===== src/rtl/spi_flash_arbiter.sv =====
// Round-robin transaction arbiter sharing one SPI flash pad group between two hosts.
// Optional owner timeout built when SPI_FLASH_ARB_TIMEOUT_EN is defined.
module spi_flash_arbiter #(
  parameter int NumCs         = 2,
  parameter int IdleCycles    = 4,
  parameter int TimeoutCycles = 65536
) (
  input  logic               clk_i,
  input  logic               rst_ni,
  input  logic [1:0]         req_i,
  output logic [1:0]         gnt_o,
  input  logic [1:0]         m_sck_i,
  input  logic [2*NumCs-1:0] m_csb_i,
  input  logic [7:0]         m_sd_i,
  input  logic [7:0]         m_sd_oe_i,
  output logic [7:0]         m_sd_o,
  output logic               spi_sck_o,
  output logic [NumCs-1:0]   spi_csb_o,
  output logic [3:0]         spi_sd_o,
  output logic [3:0]         spi_sd_oe_o,
  input  logic [3:0]         spi_sd_i,
  output logic               busy_o,
  output logic               timeout_o
);

  localparam int GapW = $clog2(IdleCycles + 1);
  localparam logic [GapW-1:0] GapLoad = GapW'(IdleCycles - 1);

  typedef enum logic [1:0] {
    StIdle,
    StGrant,
    StGap
  } state_e;

  state_e          state_q, state_d;
  logic [1:0]      gnt_q, gnt_d;
  logic            busy_q, busy_d;
  logic            own_q, own_d;
  logic            last_q, last_d;
  logic [GapW-1:0] gap_q, gap_d;

  logic [NumCs-1:0] own_csb;
  logic             own_req;
  logic             cs_low;
  logic             win;
  logic             revoke;

  assign own_csb = own_q ? m_csb_i[2*NumCs-1:NumCs]
                         : m_csb_i[NumCs-1:0];
  assign own_req = own_q ? req_i[1] : req_i[0];
  assign cs_low  = ~&own_csb;
  // on a tie the requester that did not own the bus last wins
  assign win     = (req_i == 2'b11) ? ~last_q : req_i[1];

`ifdef SPI_FLASH_ARB_TIMEOUT_EN
  localparam int TmoW = $clog2(TimeoutCycles + 1);
  localparam logic [TmoW-1:0] TmoMax  = TmoW'(TimeoutCycles);
  localparam logic [TmoW-1:0] TmoLast = TmoW'(TimeoutCycles - 1);

  logic [TmoW-1:0] tmo_q, tmo_d;
  logic            tflag_q, tflag_d;

  assign revoke = (state_q == StGrant) && cs_low
                  && (tmo_q == TmoLast);

  always_comb begin
    tmo_d   = '0;
    tflag_d = tflag_q | revoke;
    if (state_q == StGrant && cs_low) begin
      tmo_d = (tmo_q == TmoMax) ? tmo_q
                                : tmo_q + TmoW'(1);
    end
  end

  always_ff @(posedge clk_i or negedge rst_ni) begin
    if (!rst_ni) begin
      tmo_q   <= '0;
      tflag_q <= 1'b0;
    end else begin
      tmo_q   <= tmo_d;
      tflag_q <= tflag_d;
    end
  end

  assign timeout_o = tflag_q;
`else
  localparam logic TmoTie = 1'b0 & (TimeoutCycles > 0);

  assign revoke    = 1'b0;
  assign timeout_o = TmoTie;
`endif

  always_comb begin
    state_d = state_q;
    gnt_d   = gnt_q;
    own_d   = own_q;
    last_d  = last_q;
    gap_d   = gap_q;
    unique case (state_q)
      StIdle: begin
        if (|req_i) begin
          state_d = StGrant;
          own_d   = win;
          gnt_d   = win ? 2'b10 : 2'b01;
        end
      end
      StGrant: begin
        if (revoke || (!own_req && !cs_low)) begin
          state_d = StGap;
          gnt_d   = 2'b00;
          last_d  = own_q;
          gap_d   = GapLoad;
        end
      end
      StGap: begin
        if (gap_q == '0) begin
          if (|req_i) begin
            state_d = StGrant;
            own_d   = win;
            gnt_d   = win ? 2'b10 : 2'b01;
          end else begin
            state_d = StIdle;
          end
        end else begin
          gap_d = gap_q - GapW'(1);
        end
      end
      default: begin
        state_d = StIdle;
        gnt_d   = 2'b00;
      end
    endcase
    busy_d = |gnt_d;
  end

  always_ff @(posedge clk_i or negedge rst_ni) begin
    if (!rst_ni) begin
      state_q <= StIdle;
      gnt_q   <= 2'b00;
      busy_q  <= 1'b0;
      own_q   <= 1'b0;
      last_q  <= 1'b1;
      gap_q   <= '0;
    end else begin
      state_q <= state_d;
      gnt_q   <= gnt_d;
      busy_q  <= busy_d;
      own_q   <= own_d;
      last_q  <= last_d;
      gap_q   <= gap_d;
    end
  end

  assign gnt_o  = gnt_q;
  assign busy_o = busy_q;

  // pad mux follows the registered grant so reset idles the pads at once
  always_comb begin
    spi_sck_o   = 1'b0;
    spi_csb_o   = '1;
    spi_sd_o    = 4'h0;
    spi_sd_oe_o = 4'h0;
    m_sd_o      = 8'h00;
    unique case (1'b1)
      gnt_q[0]: begin
        spi_sck_o   = m_sck_i[0];
        spi_csb_o   = m_csb_i[NumCs-1:0];
        spi_sd_o    = m_sd_i[3:0];
        spi_sd_oe_o = m_sd_oe_i[3:0];
        m_sd_o[3:0] = spi_sd_i;
      end
      gnt_q[1]: begin
        spi_sck_o   = m_sck_i[1];
        spi_csb_o   = m_csb_i[2*NumCs-1:NumCs];
        spi_sd_o    = m_sd_i[7:4];
        spi_sd_oe_o = m_sd_oe_i[7:4];
        m_sd_o[7:4] = spi_sd_i;
      end
      default: ;
    endcase
  end

endmodule


===== config.mk =====
export PLATFORM = sky130hd
export DESIGN_NAME = spi_flash_arbiter
export DESIGN_NICKNAME = d
export VERILOG_FILES = /design/src/rtl/spi_flash_arbiter.sv
export SDC_FILE = /design/constraint.sdc
export NUM_CORES = 1
export LEC_CHECK = 0
export CORE_MARGIN = 2
export CORE_UTILIZATION = 36
export DETAILED_ROUTE_END_ITERATION = 10
export GPL_ROUTABILITY_DRIVEN = 0
export GPL_TIMING_DRIVEN = 0
export PLACE_DENSITY = 0.83
export SLEW_MARGIN = 10
export SYNTH_ARGS = -nofsm -noshare
export SYNTH_HDL_FRONTEND = slang
export SYNTH_SLANG_ARGS = --single-unit

===== constraint.sdc =====
create_clock -name clk_i -period 2.5 [get_ports clk_i]
set_input_delay 0.5 -clock clk_i [delete_from_list [all_inputs] [get_ports clk_i]]
set_output_delay 0.5 -clock clk_i [all_outputs]
set_load 0.01 [all_outputs]

==> results.py <==
metrics = {
    "run_status": {
        "outcome": "finished, final reports clean",
    },
    "hold_path": {
        "worst_hold_startpoint": "gap_q[2]",
        "hold_class": "reg2reg",
    },
    "power_and_ir_drop": {
        "cellPowerDensity_mw_per_mm2": 904,
        "share_comb_of_total_power": 0.641,
        "p_sw_frac": 0.371,
        "power_frac_clock": 0.117,
        "reported_leakage_power_nw": 0.570,
        "p_switching_uw": 440,
        "worst_ir_drop_vdd_uv": 528,
        "p_seq_frac": 0.241,
        "internal-power_uw": 748,
    },
    "sta": {
        "rsz_0062_raised_after_global_routing": "no",
        "min_clock_period_post_route_ps": 2280,
        "setup-violations-final": 0,
        "timing_max_transition_violations_final": 0,
        "final-hold-violation-count": 0,
        "fmaxAchievable_mhz": 438,
        "timing.setup.tns_ps": 0,
        "fin_worst_skew_ps": 3.23,
        "final_min_period_over_clock_period": 0.914,
    },
    "drt": {
        "wl_per_cell_um": 13.3,
        "length_of_routed_met3_wiring_um": 155,
        "route.antenna.remaining_nets": 0,
        "drt-initial-drc-count": 10,
        "detail_route.vias_per_cell": 4.85,
        "route.detailed.drc": 0,
        "wl_um": 2180,
        "drt_pass1_iterations": 4,
        "routedLengthMet1_um": 996,
        "met2_wirelength_um": 1010,
        "via_count": 796,
        "dr.max_layer_used": "met4",
    },
    "setup_path": {
        "worst_setup_path_start_kind": "flop",
        "setup.worst_path.class": "reg2out",
        "crit_path_max_fanout": 10,
        "regToRegStartpoint": "gap_q[0]",
        "worst_setup_path_startpoint": "gnt_o[0]",
        "timing.critical_path.to_type": "output pin",
        "worst-endpoint-required_ps": 2000,
        "arrival_ps": 1780,
    },
    "clock_tree": {
        "cts_tree": "yes",
        "cts.path.max_buffers": 2,
        "numCtsBuffers": 3,
        "clock_sink_count": 10,
        "clk_latency_worst_skew_pair_ps": 260,
        "clock_root_cell": "clkbuf_4",
        "cts-hold-fix-buffers": 0,
        "htree_levels": 1,
        "clk_transition_reported_paths_ps": 60,
    },
    "die": {
        "chipWidth_um": 49.1,
        "initial_core_utilization": 0.377,
        "dieHeight_um": 49.1,
        "std_cell_rows": 16,
        "io_pins": 53,
        "coreArea_sq_mm": 0.00194,
        "die-area_sq_mm": 0.00241,
    },
    "cells_and_area": {
        "drive_above_1_share": 0.102,
        "final_net_count": 170,
        "finish.instance_area_sq_mm": 0.00131,
        "syn_to_final_growth_pct": 79.5,
        "postLayoutCoreUtil": 0.677,
        "antennaDiodeCount": 0,
    },
    "synth": {
        "yosysUniqueCellTypes": 28,
        "flip_flop_cell_with_the_highest_count_after_synthesis": "dfrtp_1",
        "yosys.area.top_type_share": 0.308,
        "synth_top_area_cell": "dfrtp_1",
        "synth.ff_latch_count": 10,
        "synth-seq-area-share": 0.344,
        "synth-async-reset-ratio": 1.00,
        "post_synthesis_net_count": 114,
        "synth-edff-count": 0,
        "synth_area_leaders": "dfrtp_1, a22o_1, and2_1",
        "ys.warnings.count": 0,
        "synth_area_per_cell_sq_um": 8.93,
        "synthesized_instance_count": 82,
        "cell_area_synth_sq_um": 732,
    },
    "place": {
        "placement.io_buffers": 51,
        "postPlaceCellArea_sq_mm": 0.00128,
        "dpl.hpwl_um": 1850,
    },
    "run": {
        "max_cap_viol_count": 0,
    },
    "grt": {
        "global_route_congestion_overflow_total": 0,
        "grt_max_degree": 11,
        "antenna_found_initial": 0,
        "grt_first_pass_wirelength_um": 3840,
        "grt_pass1_vias": 789,
        "grt_use_total": 0.205,
    },
}
==> synth_stat cells (2+ instances only) <==
library cell  number
clkbuf_1           4
nand2b_1           2
a21oi_1            5
a22oi_1            3
nor2_1             8
and2_1             9
nand2_1            4
ha_1               2
inv_1              7
o21ai_0            3
o21ai_1            2
dfrtp_1            9
a22o_1             9
==> power groups by stage <==
| stage | logic (mW) | registers [mW] | clock network, mW |
|---|---|---|---|
| 3_5_place_dp | 0.764 | 0.290 | 0 |
| 4_1_cts | 0.768 | 0.289 | 0.146 |
| 5_1_grt | 0.838 | 0.299 | 0.155 |
| 2_1_floorplan | 0.398 | 0.290 | 0 |
| 6_report | 0.762 | 0.287 | 0.139 |
| 3_3_place_gp | 0.744 | 0.288 | 0 |
==> worst max-delay path: stages (launching register included) <==
cell             delay [ps]
dfrtp_1                 360
clkbuf_1                340
a22oi_1                 160
o21ai_0                 100
clkdlybuf4s50_1         570
==> layer usage <==
layer,up-vias,GRT usage
met1,358,0.270
met3,2,0.0399
met2,38,0.338
met4,0,0.0571
met5,-,0
li1,398,-
==> logic make-up (layout without fill, tap and decap cells) <==
kind of cell | after synthesis | in the layout | synth area share
buf+inv | 13 | 68 | 0.0735
flops | 10 | 10 | 0.344
other cells | 1 | 1 | 0.00512
fa+ha+maj | 2 | 2 | 0.0342
compound gates | 29 | 29 | 0.304
mux | 1 | 1 | 0.0205
simple gates | 26 | 26 | 0.219
==> final timing paths <==
check                                to  slack (ps)  cells past startpoint
min in group asynchronous    state_q[1]         550                      1
hold reg to reg                gap_q[2]         500                      1
setup reg to reg               gnt_o[0]         830                      8
hold / removal                 gap_q[2]         500                      1
setup / recovery           spi_csb_o[0]         220                      4
max in group asynchronous        last_q        1610                      1
==> final cells by class <==
type | count | area [sq um]
plain buffers | 6 | 28.8
clock buffers | 4 | 36.3
fillers | 169 | 628
inverters | 7 | 26.3
multi-input cells | 59 | 427
flip-flops and latches | 10 | 251
well taps | 27 | 33.8
repair buffers | 51 | 510
==> state kept, by name, summed over array words and instances (netlist names) <==
register	flops
busy_o	1
gap_q	3
gnt_o	2
last_q	1
own_q	1
state_q	2
==> per-stage QoR <==
| step | hold slack (ps) | worst slack (ps) | cells | total power [mW] |
|---|---|---|---|---|
| floorplan | 204 | 969 | 82 | 0.688 |
| global placement | 483 | 275 | 160 | 1.03 |
| detailed placement | 489 | 264 | 160 | 1.05 |
| CTS | 505 | 121 | 164 | 1.20 |
| global route | 544 | 55.0 | 164 | 1.29 |
| finish | 496 | 216 | 164 | 1.19 |
==> layout by cell type, fill, tap and decap left out, types with 2 or more instances in the layout <==
cell type,netlist,final
ha_1,2,2
o21ai_0,3,3
nor2_1,8,8
clkdlybuf4s50_1,0,51
a22o_1,9,9
a21oi_1,5,5
dfrtp_1,9,9
nand2_1,4,4
nand2b_1,2,2
clkbuf_1,4,3
and2_1,9,9
clkbuf_4,0,3
inv_1,7,7
a22oi_1,3,3
o21ai_1,2,2
==> timing repair <==
action / in CTS / in global routing
setup buffers: 0 / 0
hold endpoints to repair: 0 / 0
setup endpoints to repair: 0 / 2
resized for setup: 0 / 2
Power figures use the tool's default switching activity.
